### src/rtl/fd_select_iter.sv
// -----------------------------------------------------------------------------
// fd_select_iter
//
// Final quotient selection and sticky generation for the divider.
// The approximate quotient from the iteration unit is truncated to q0
// (N fraction bits in double mode, NS in single mode) and q1 = q0 + ulp.
// The exact remainder A - q1*B is built with a serial radix-2^RB multiplier.
// Its sign and magnitude then select q0 or q1, the sticky bit and the
// precondition-violation flag.
//
// Handshake: an operand transfer happens on a rising edge with
// in_valid && in_ready, and a result transfer on a rising edge with
// out_valid && out_ready. in_ready is high only in IDLE. out_valid is high
// only in DONE, and fd/err are held there until the consumer accepts them.
//
// Ports
//   clk        clock
//   rst        asynchronous active-high reset (aborts any operation)
//   in_valid   operand valid
//   in_ready   block idle, operands accepted this cycle if in_valid
//   a_sig      dividend significand, 1.(N-1) fixed point
//   b_sig      divisor significand, 1.(N-1) fixed point
//   q_appr     approximate quotient, 1 integer bit + N+G fraction bits
//   db         1 = double precision, 0 = single (upper NS bits significant)
//   out_valid  result valid
//   out_ready  consumer accepts result
//   fd         selected quotient and sticky, packed per precision
//   err        precondition violated (q_appr was more than one ulp low)
// -----------------------------------------------------------------------------
module fd_select_iter #(
    parameter int N  = 53,
    parameter int NS = 24,
    parameter int G  = 3,
    parameter int RB = 4
) (
    input  logic         clk,
    input  logic         rst,
    input  logic         in_valid,
    output logic         in_ready,
    input  logic [N-1:0] a_sig,
    input  logic [N-1:0] b_sig,
    input  logic [N+G:0] q_appr,
    input  logic         db,
    output logic         out_valid,
    input  logic         out_ready,
    output logic [N+1:0] fd,
    output logic         err
);

    // Multiply cycle counts: enough RB-bit digits to cover q0 (N+1 / NS+1 bits).
    localparam int C_D = (N + 1 + RB - 1) / RB;
    localparam int C_S = (NS + 1 + RB - 1) / RB;
    localparam int SH  = N - NS;
    localparam int PW  = N + RB * C_D;    // partial product width
    localparam int XW  = PW + 2;          // signed remainder width (>= 2N+3)
    localparam int CW  = $clog2(C_D + 1);

    localparam logic [1:0] S_IDLE = 2'd0;
    localparam logic [1:0] S_MUL  = 2'd1;
    localparam logic [1:0] S_FIX  = 2'd2;
    localparam logic [1:0] S_DONE = 2'd3;

    logic [1:0]    state_q, state_d;
    logic [CW-1:0] cnt_q, cnt_d;
    logic [N-1:0]  ai_q, ai_d;
    logic [N-1:0]  bi_q, bi_d;
    logic [N:0]    q0_q, q0_d;
    logic          db_q, db_d;
    logic [PW-1:0] acc_q, acc_d;
    logic [PW-1:0] mcand_q, mcand_d;
    logic [N:0]    mplier_q, mplier_d;
    logic [N+1:0]  fd_q, fd_d;
    logic          err_q, err_d;

    // Operand conditioning at capture: single mode clears the bits below the
    // single-precision LSB so they cannot reach the arithmetic.
    logic [N-1:0] lo_mask;
    logic [N:0]   q0_in;

    assign lo_mask = db ? {N{1'b1}} : {{NS{1'b1}}, {SH{1'b0}}};
    // q0 in ulp units: shifting the whole of q_appr drops the truncated bits.
    assign q0_in   = (N+1)'(q_appr >> (db ? G : G + SH));

    // Remainder evaluation. The serial multiplier forms q0*B. The q1 remainder
    // is then (A - q0*B) - ulpB. Because q1 itself is never multiplied, the
    // case q1 = 2.0 needs no extra multiplier digit.
    logic [XW-1:0] a_ext, prod_ext, ulpb, rem0, remi;
    logic [N:0]    q1;
    logic [N:0]    q_sel;
    logic          sticky, viol;

    always_comb begin
        a_ext    = XW'(ai_q) << N;
        prod_ext = XW'(acc_q) << (db_q ? 0 : SH);
        ulpb     = XW'(bi_q) << (db_q ? 0 : SH);
        rem0     = a_ext - prod_ext;          // remi + ulpB
        remi     = rem0 - ulpb;
        q1       = q0_q + (N+1)'(1);
        q_sel    = q1;
        sticky   = 1'b1;
        viol     = 1'b0;
        if (remi[XW-1]) begin
            q_sel  = q0_q;
            sticky = |rem0;
        end else if (remi < ulpb) begin
            sticky = |remi;
        end else begin
            viol   = 1'b1;
        end
    end

    always_comb begin
        state_d  = state_q;
        cnt_d    = cnt_q;
        ai_d     = ai_q;
        bi_d     = bi_q;
        q0_d     = q0_q;
        db_d     = db_q;
        acc_d    = acc_q;
        mcand_d  = mcand_q;
        mplier_d = mplier_q;
        fd_d     = fd_q;
        err_d    = err_q;
        case (state_q)
            S_IDLE: begin
                if (in_valid) begin
                    ai_d     = a_sig & lo_mask;
                    bi_d     = b_sig & lo_mask;
                    q0_d     = q0_in;
                    db_d     = db;
                    acc_d    = '0;
                    mcand_d  = PW'(b_sig & lo_mask);
                    mplier_d = q0_in;
                    cnt_d    = db ? CW'(C_D) : CW'(C_S);
                    state_d  = S_MUL;
                end
            end
            S_MUL: begin
                // LSB-first digit serial: multiplicand shifts up as digits retire.
                acc_d    = acc_q + mcand_q * PW'(mplier_q[RB-1:0]);
                mcand_d  = mcand_q << RB;
                mplier_d = mplier_q >> RB;
                cnt_d    = cnt_q - CW'(1);
                if (cnt_q == CW'(1)) begin
                    state_d = S_FIX;
                end
            end
            S_FIX: begin
                fd_d    = db_q ? {q_sel, sticky} : {q_sel[NS:0], sticky, {SH{1'b0}}};
                err_d   = viol;
                state_d = S_DONE;
            end
            S_DONE: begin
                if (out_ready) begin
                    state_d = S_IDLE;
                end
            end
            default: begin
                state_d = S_IDLE;
            end
        endcase
    end

    always_ff @(posedge clk or posedge rst) begin
        if (rst) begin
            state_q  <= S_IDLE;
            cnt_q    <= '0;
            ai_q     <= '0;
            bi_q     <= '0;
            q0_q     <= '0;
            db_q     <= 1'b0;
            acc_q    <= '0;
            mcand_q  <= '0;
            mplier_q <= '0;
            fd_q     <= '0;
            err_q    <= 1'b0;
        end else begin
            state_q  <= state_d;
            cnt_q    <= cnt_d;
            ai_q     <= ai_d;
            bi_q     <= bi_d;
            q0_q     <= q0_d;
            db_q     <= db_d;
            acc_q    <= acc_d;
            mcand_q  <= mcand_d;
            mplier_q <= mplier_d;
            fd_q     <= fd_d;
            err_q    <= err_d;
        end
    end

    assign in_ready  = (state_q == S_IDLE);
    assign out_valid = (state_q == S_DONE);
    assign fd        = fd_q;
    assign err       = err_q;

endmodule

### config.mk
export PLATFORM = sky130hd
export DESIGN_NAME = fd_select_iter
export DESIGN_NICKNAME = d
export VERILOG_FILES = /design/src/rtl/fd_select_iter.sv
export SDC_FILE = /design/constraint.sdc
export NUM_CORES = 2
export LEC_CHECK = 0
export CORE_MARGIN = 4
export CORE_UTILIZATION = 50
export CTS_CLUSTER_DIAMETER = 40
export CTS_CLUSTER_SIZE = 24
export DETAILED_ROUTE_END_ITERATION = 10
export PLACE_DENSITY_LB_ADDON = 0.25
export SLEW_MARGIN = 30
export SYNTH_ARGS = -nofsm -noshare
export SYNTH_HDL_FRONTEND = slang
export SYNTH_SLANG_ARGS = --single-unit
### constraint.sdc
create_clock -name clk -period 21.2 [get_ports clk]
set_input_delay 4.24 -clock clk [delete_from_list [all_inputs] [get_ports clk]]
set_output_delay 4.24 -clock clk [all_outputs]
set_load 0.1 [all_outputs]
* Word level (Yosys, flattened, before mapping)
Index checks and enable logic that the tools add are counted.
Storage, ports and cells: register bits 495, input port bits 168, output and inout port bits 58, word-level logic and storage cells 60
Operators by class: add/sub/neg operators 5, multipliers 1, $lt $le $gt $ge 1, equal/unequal tests 7, shift operators 3, muxes and demuxes 22, bitwise operators 3, reduce and logical (&&, ||, !) cells 7
Operators with widths (count):
- $pmux W109 S2 | 2
- $reduce_or A111 Y1 | 2
- $mux W109 | 2
- $and A53 B53 Y53 | 3
- $lt A111 B111 Y1 | 1
- $shl A109 B32 Y111 | 1
- $shl A53 B5 Y111 | 1
- $sub A106 B111 Y111 | 1
- $sub A111 B111 Y111 | 1
- $add A109 B109 Y109 | 1
- $mul A109 B4 Y109 | 1
- $mux W54 | 2
- $pmux W54 S2 | 1
- $shr A57 B6 Y54 | 1
- $mux W55 | 1
- $add A54 B1 Y54 const B | 1
- $mux W29 | 1
- $mux W4 | 2
- $pmux W2 S4 | 1
- $pmux W4 S2 | 1
- $mux W2 | 3
- $mux W6 | 1
- $mux W5 | 1
- $eq A2 B2 Y1 const B | 2
- 10 further kinds | 15

* Depth between registers and ports, before layout
depth after elaboration 8, gate-level depth with buffers 47, gate-level depth less buffers 37

* Worst setup path before layout
No wires, ideal clock.
kind reg-to-reg, start register db_q, end register fd_q[0], in the netlist fd[0], setup time 0.132 ns, data arrival time 10.088 ns, data required time 21.068 ns, setup slack 10.981 ns, cell stages (with the launch flop) 45, buffers on the path 12, period minus slack after synthesis 10.219 ns, path through dfrtp_1 buf_2 buf_1 clkbuf_1 clkbuf_1 clkbuf_1 buf_1 buf_1 clkbuf_1 clkbuf_1 clkbuf_1 mux2i_1 ha_1 clkbuf_1 nand4_1 or4_1 nor3_1 nor3_1 [9 not listed] o21ai_0 nand3_1 o21ai_0 xor2_1 ha_1 nand4_1 nor4_1 nor2b_1 a2111oi_0 o21ai_0 nor4_1 a21oi_1 a211oi_1 nand4_1 nor4_1 nand4b_1 nor4_1 o2bb2ai_1
Between the ends: longest elaborated chain between the ends 8, elaborated cells between the ends (all ways) 11, those cells by class add/sub: 2; order compare: 1; shift: 2; mux: 4; reduce/logical: 2
RTL lines:
- start: declaration | RTL line 68 | logic db_q, db_d;
- start signal: assignment | RTL line 171 | db_q <= 1'b0;
- start signal: assignment | RTL line 183 | db_q <= db_d;
- $mux W5 | RTL line 94, 95
- $shl A109 B32 Y111 | RTL line 94 | prod_ext = XW'(acc_q) << (db_q ? 0 : SH);
- $sub A106 B111 Y111 | RTL line 96 | rem0 = a_ext - prod_ext;
- $sub A111 B111 Y111 | RTL line 97 | remi = rem0 - ulpb;
- $lt A111 B111 Y1 or $reduce_or A111 Y1 (tied branches) | RTL line 105, 106
- $mux W1 | RTL line 105 | end else if (remi < ulpb) begin
- $mux W1 | RTL line 102 | if (remi[XW-1]) begin
- $mux W55 * | RTL line 149 | fd_d = db_q ? {q_sel, sticky} : {q_sel[NS:0], sticky, {SH{1'b0}}};
- end signal: assignment | RTL line 175 | fd_q <= '0;
- end signal: assignment | RTL line 187 | fd_q <= fd_d;
- end: declaration | RTL line 72 | logic [N+1:0] fd_q, fd_d;
Every way passes the cells marked *; elsewhere a longest branch is shown, timed or not. A chain may end at the register's enable or synchronous reset.

* Final worst setup path
Same ends and word-level chain as after synthesis.

==> flow_summary_export.csv <==
group,metric,value,unit
setup_path,critical_path.max_stage_delay,1.08,ns
timing,final_min_period_over_clock_period,0.559,
setup_path,timing_worst_setup_path_type,"register to register",
flow_run,max_cap_viols,0,
routing,drtAntennaViolNets,0,
placement,port-buffer-count,222,
routing,postRouteWirelength,174,mm
timing,hold_slack,0.481,ns
global_routing,grt_max_degree,237,
clocking,numCtsBuffers,92,
synthesis,ys_seq_elements,495,
routing,drt_iter0_markers,4469,
synthesis,netlist_area,50300,sq um
routing,via_count,45800,
synthesis,yosys.area.top_type,"sky130_fd_sc_hd__dfrtp_1",
synthesis,syn_nets,6779,
timing,worst-slew-pin-transition,1.16,ns
routing,wl_per_cell,23.5,um
timing,clock-skew-final,0.0314,ns
clocking,post_cts_setup_bufs,0,
timing,drv_slew,0,
synthesis,post_synth_inst_count,5954,
status,run_status,"finished clean",
global_routing,global_route.usage.total,0.322,
layout,syn_to_final_growth,12.7,%
clocking,cts.repair.resized,0,
layout,final.fill_count,9058,
synthesis,synth_flop_cell,"sky130_fd_sc_hd__dfrtp_1",
clocking,cts_hold_buf,0,
hold_path,worst_hold_path_type,"register to register",
floorplan,floorplan.die_area,106000,sq um
synthesis,synth.yosys.seq_area_share,0.246,
routing,detail_route.vias_per_cell,6.21,
timing,final_hold_viol_count,0,
setup_path,cp_data_arrival_time,12.37,ns
layout,area.sequential,12400,sq um
clocking,cts-htree-levels,3,
synthesis,synth-edff-count,0,
clocking,cts.reportedPaths.clkPinSlew,0.06,ns
layout,drive_above_1_share,0.0611,
global_routing,global_route_wire_length_before_repair,268,mm
synthesis,synthDistinctLibCells,95,
clocking,clock-sinks,495,
placement,detailed_place_hpwl,135,mm
setup_path,timing.critical_path.to_type,"register",
timing,setup_tns,0,ns
setup_path,timing.critical_path.slowest_stage_cell,"sky130_fd_sc_hd__a2111oi_0",
timing,maxSlewHeadroom,0.206,
layout,finalNetCount,6818,
layout,multi_input_area,35600,sq um
timing,min_clock_period_post_route,11.86,ns
timing,unrepaired_setup_endpoints_after_global_routing,"no",
placement,gpl.final_weighted_congestion,0.966,
clocking,tritoncts,"built",
timing,max_freq,84.3,MHz
synthesis,async_flop_share,1.00,
clocking,clock_tree.root_cell,"sky130_fd_sc_hd__clkbuf_16",
synthesis,netlist.area_leader.share,0.246,
floorplan,core_region_area,100000,sq um
routing,post-route-drc-count,0,
floorplan,initial_util,0.503,
synthesis,cell_types_with_the_largest_area_share_after_synthesis,"sky130_fd_sc_hd__dfrtp_1, sky130_fd_sc_hd__fa_1, sky130_fd_sc_hd__ha_1, sky130_fd_sc_hd__nand2_1, sky130_fd_sc_hd__o21ai_0",
routing,dr.pass1.iters,6,
floorplan,chipWidth,325,um
setup_path,worstPathMaxFanout,74,
synthesis,synthesis.area_per_instance,8.45,sq um
setup_path,cp_data_required_time,21.71,ns
global_routing,grt_remaining_overflow,0,
floorplan,row_count,116,
floorplan,ioPinCount,226,
global_routing,grt_antenna_before_repair,6,
synthesis,synth_warnings,0,
timing,finalSetupViolations,0,
clocking,clock_path_buffers,3,
clocking,clock_insertion_delay_worst_skew,0.66,ns
setup_path,crit_path_start_kind,"register",
global_routing,vias_in_the_first_global_route,44700,
floorplan,die_h,325,um
## worst paths after layout
kind,cells after the start,from,endpoint,slack (ns)
min,2,mplier_q[45],mplier_q[45],0.48
min reg2reg,2,mplier_q[45],mplier_q[45],0.48
min in group asynchronous,2,rst,fd[17],3.97
max reg2reg,35,db_q,fd[0],9.34
max in group asynchronous,6,rst,ai_q[40],14.25
max,35,db_q,fd[0],9.34
## sequential cells by signal (all words and copies together), names as in the netlist
register / count
acc_q: 109
ai_q: 53
bi_q: 53
cnt_q: 4
db_q: 1
err: 1
fd: 55
mcand_q: 109
mplier_q: 54
q0_q: 54
state_q: 2
## area by class of cell
class	instances	share of cell area
antenna	5	0.000221
inverter	320	0.0213
sequential	495	0.219
multi-input combinational	4829	0.628
clock inverter	64	0.0143
tap	1298	0.0286
timing repair buffer	255	0.0447
clock buffer	109	0.0442
## Yosys cell counts (all sizes together) (41+ instances only)
| library cell | n |
|---|---|
| ha | 339 |
| a22o | 78 |
| o21bai | 54 |
| nand2 | 1016 |
| and2 | 153 |
| or3 | 43 |
| and3 | 56 |
| a31oi | 51 |
| a21o | 152 |
| nor2 | 285 |
| clkbuf | 280 |
| dfrtp | 495 |
| inv | 319 |
| o21ai | 478 |
| mux2 | 101 |
| fa | 318 |
| a211oi | 47 |
| nor2b | 41 |
| xor2 | 139 |
| nand3 | 86 |
| nor3 | 93 |
| mux2i | 156 |
| a21oi | 383 |
| xnor2 | 192 |
| nor4 | 41 |
| nand4 | 92 |
## worst max-delay path: cells and delay by family, from the launching register on
family	cells	cell delay (ns)
AOI/OAI and AO/OA	12	3.63
xor gates and xnor gates	2	0.59
DFF	1	0.55
and+or+nand+nor	14	4.13
buffers and inverters	5	1.95
adders and majority gates	2	0.75
## cell usage in the layout (no fill, tap or decap), types with 15 or more instances in the layout
master,count
sky130_fd_sc_hd__or3_1,42
sky130_fd_sc_hd__o21ai_0,473
sky130_fd_sc_hd__mux2_2,101
sky130_fd_sc_hd__a31oi_1,51
sky130_fd_sc_hd__a21o_1,152
sky130_fd_sc_hd__nand3_1,86
sky130_fd_sc_hd__nor2_1,285
sky130_fd_sc_hd__o211ai_1,21
sky130_fd_sc_hd__and2_1,151
sky130_fd_sc_hd__nand2b_1,36
sky130_fd_sc_hd__a211oi_1,45
sky130_fd_sc_hd__xor2_1,139
sky130_fd_sc_hd__a22o_1,78
sky130_fd_sc_hd__nor3b_1,16
sky130_fd_sc_hd__dfrtp_1,490
sky130_fd_sc_hd__o31ai_1,15
sky130_fd_sc_hd__o21a_1,38
sky130_fd_sc_hd__o21bai_1,54
sky130_fd_sc_hd__and3_1,56
sky130_fd_sc_hd__nor4_1,38
sky130_fd_sc_hd__o221ai_1,15
sky130_fd_sc_hd__xnor2_1,192
sky130_fd_sc_hd__clkbuf_16,94
sky130_fd_sc_hd__mux2i_1,156
sky130_fd_sc_hd__nand4_1,92
sky130_fd_sc_hd__a21oi_1,381
sky130_fd_sc_hd__nor2b_1,41
sky130_fd_sc_hd__fa_1,318
sky130_fd_sc_hd__or4_1,31
sky130_fd_sc_hd__nand2_1,1014
sky130_fd_sc_hd__nor3_1,90
sky130_fd_sc_hd__buf_4,25
sky130_fd_sc_hd__clkdlybuf4s50_1,216
sky130_fd_sc_hd__inv_1,316
sky130_fd_sc_hd__ha_1,338
sky130_fd_sc_hd__o2bb2ai_1,29
## metal layers
layer	global-route usage	vias up	part of all wire
met5	0	-	0.000098
met2	0.491	1994	0.44
met1	0.452	22400	0.43
met3	0.0670	360	0.090
li1	-	21000	-
met4	0.121	2	0.041
## through the flow
step | worst slack [ns] | std cells | instance area, sq um | util
6_report | 9.34 | 7375 | 56700 | 0.567
5_1_grt | 8.79 | 7370 | 56700 | 0.567
4_1_cts | 9.74 | 7367 | 56600 | 0.566
3_5_place_dp | 9.83 | 7194 | 53300 | 0.533
3_3_place_gp | 9.63 | 7194 | 53300 | 0.533
2_1_floorplan | 3.14 | 5954 | 50300 | -
## cell families after synthesis
| group | after synthesis | share of synthesized area |
|---|---|---|
| simple gates | 2053 | 0.191 |
| compound gates | 1531 | 0.194 |
| fa+ha+maj | 657 | 0.211 |
| buf+inv | 630 | 0.0475 |
| flops | 495 | 0.246 |
| xor+xnor | 331 | 0.0576 |
| mux | 257 | 0.0536 |
Power is not shown: default switching activity piles up to over one toggle a cycle in this logic, so the estimate is an artifact.
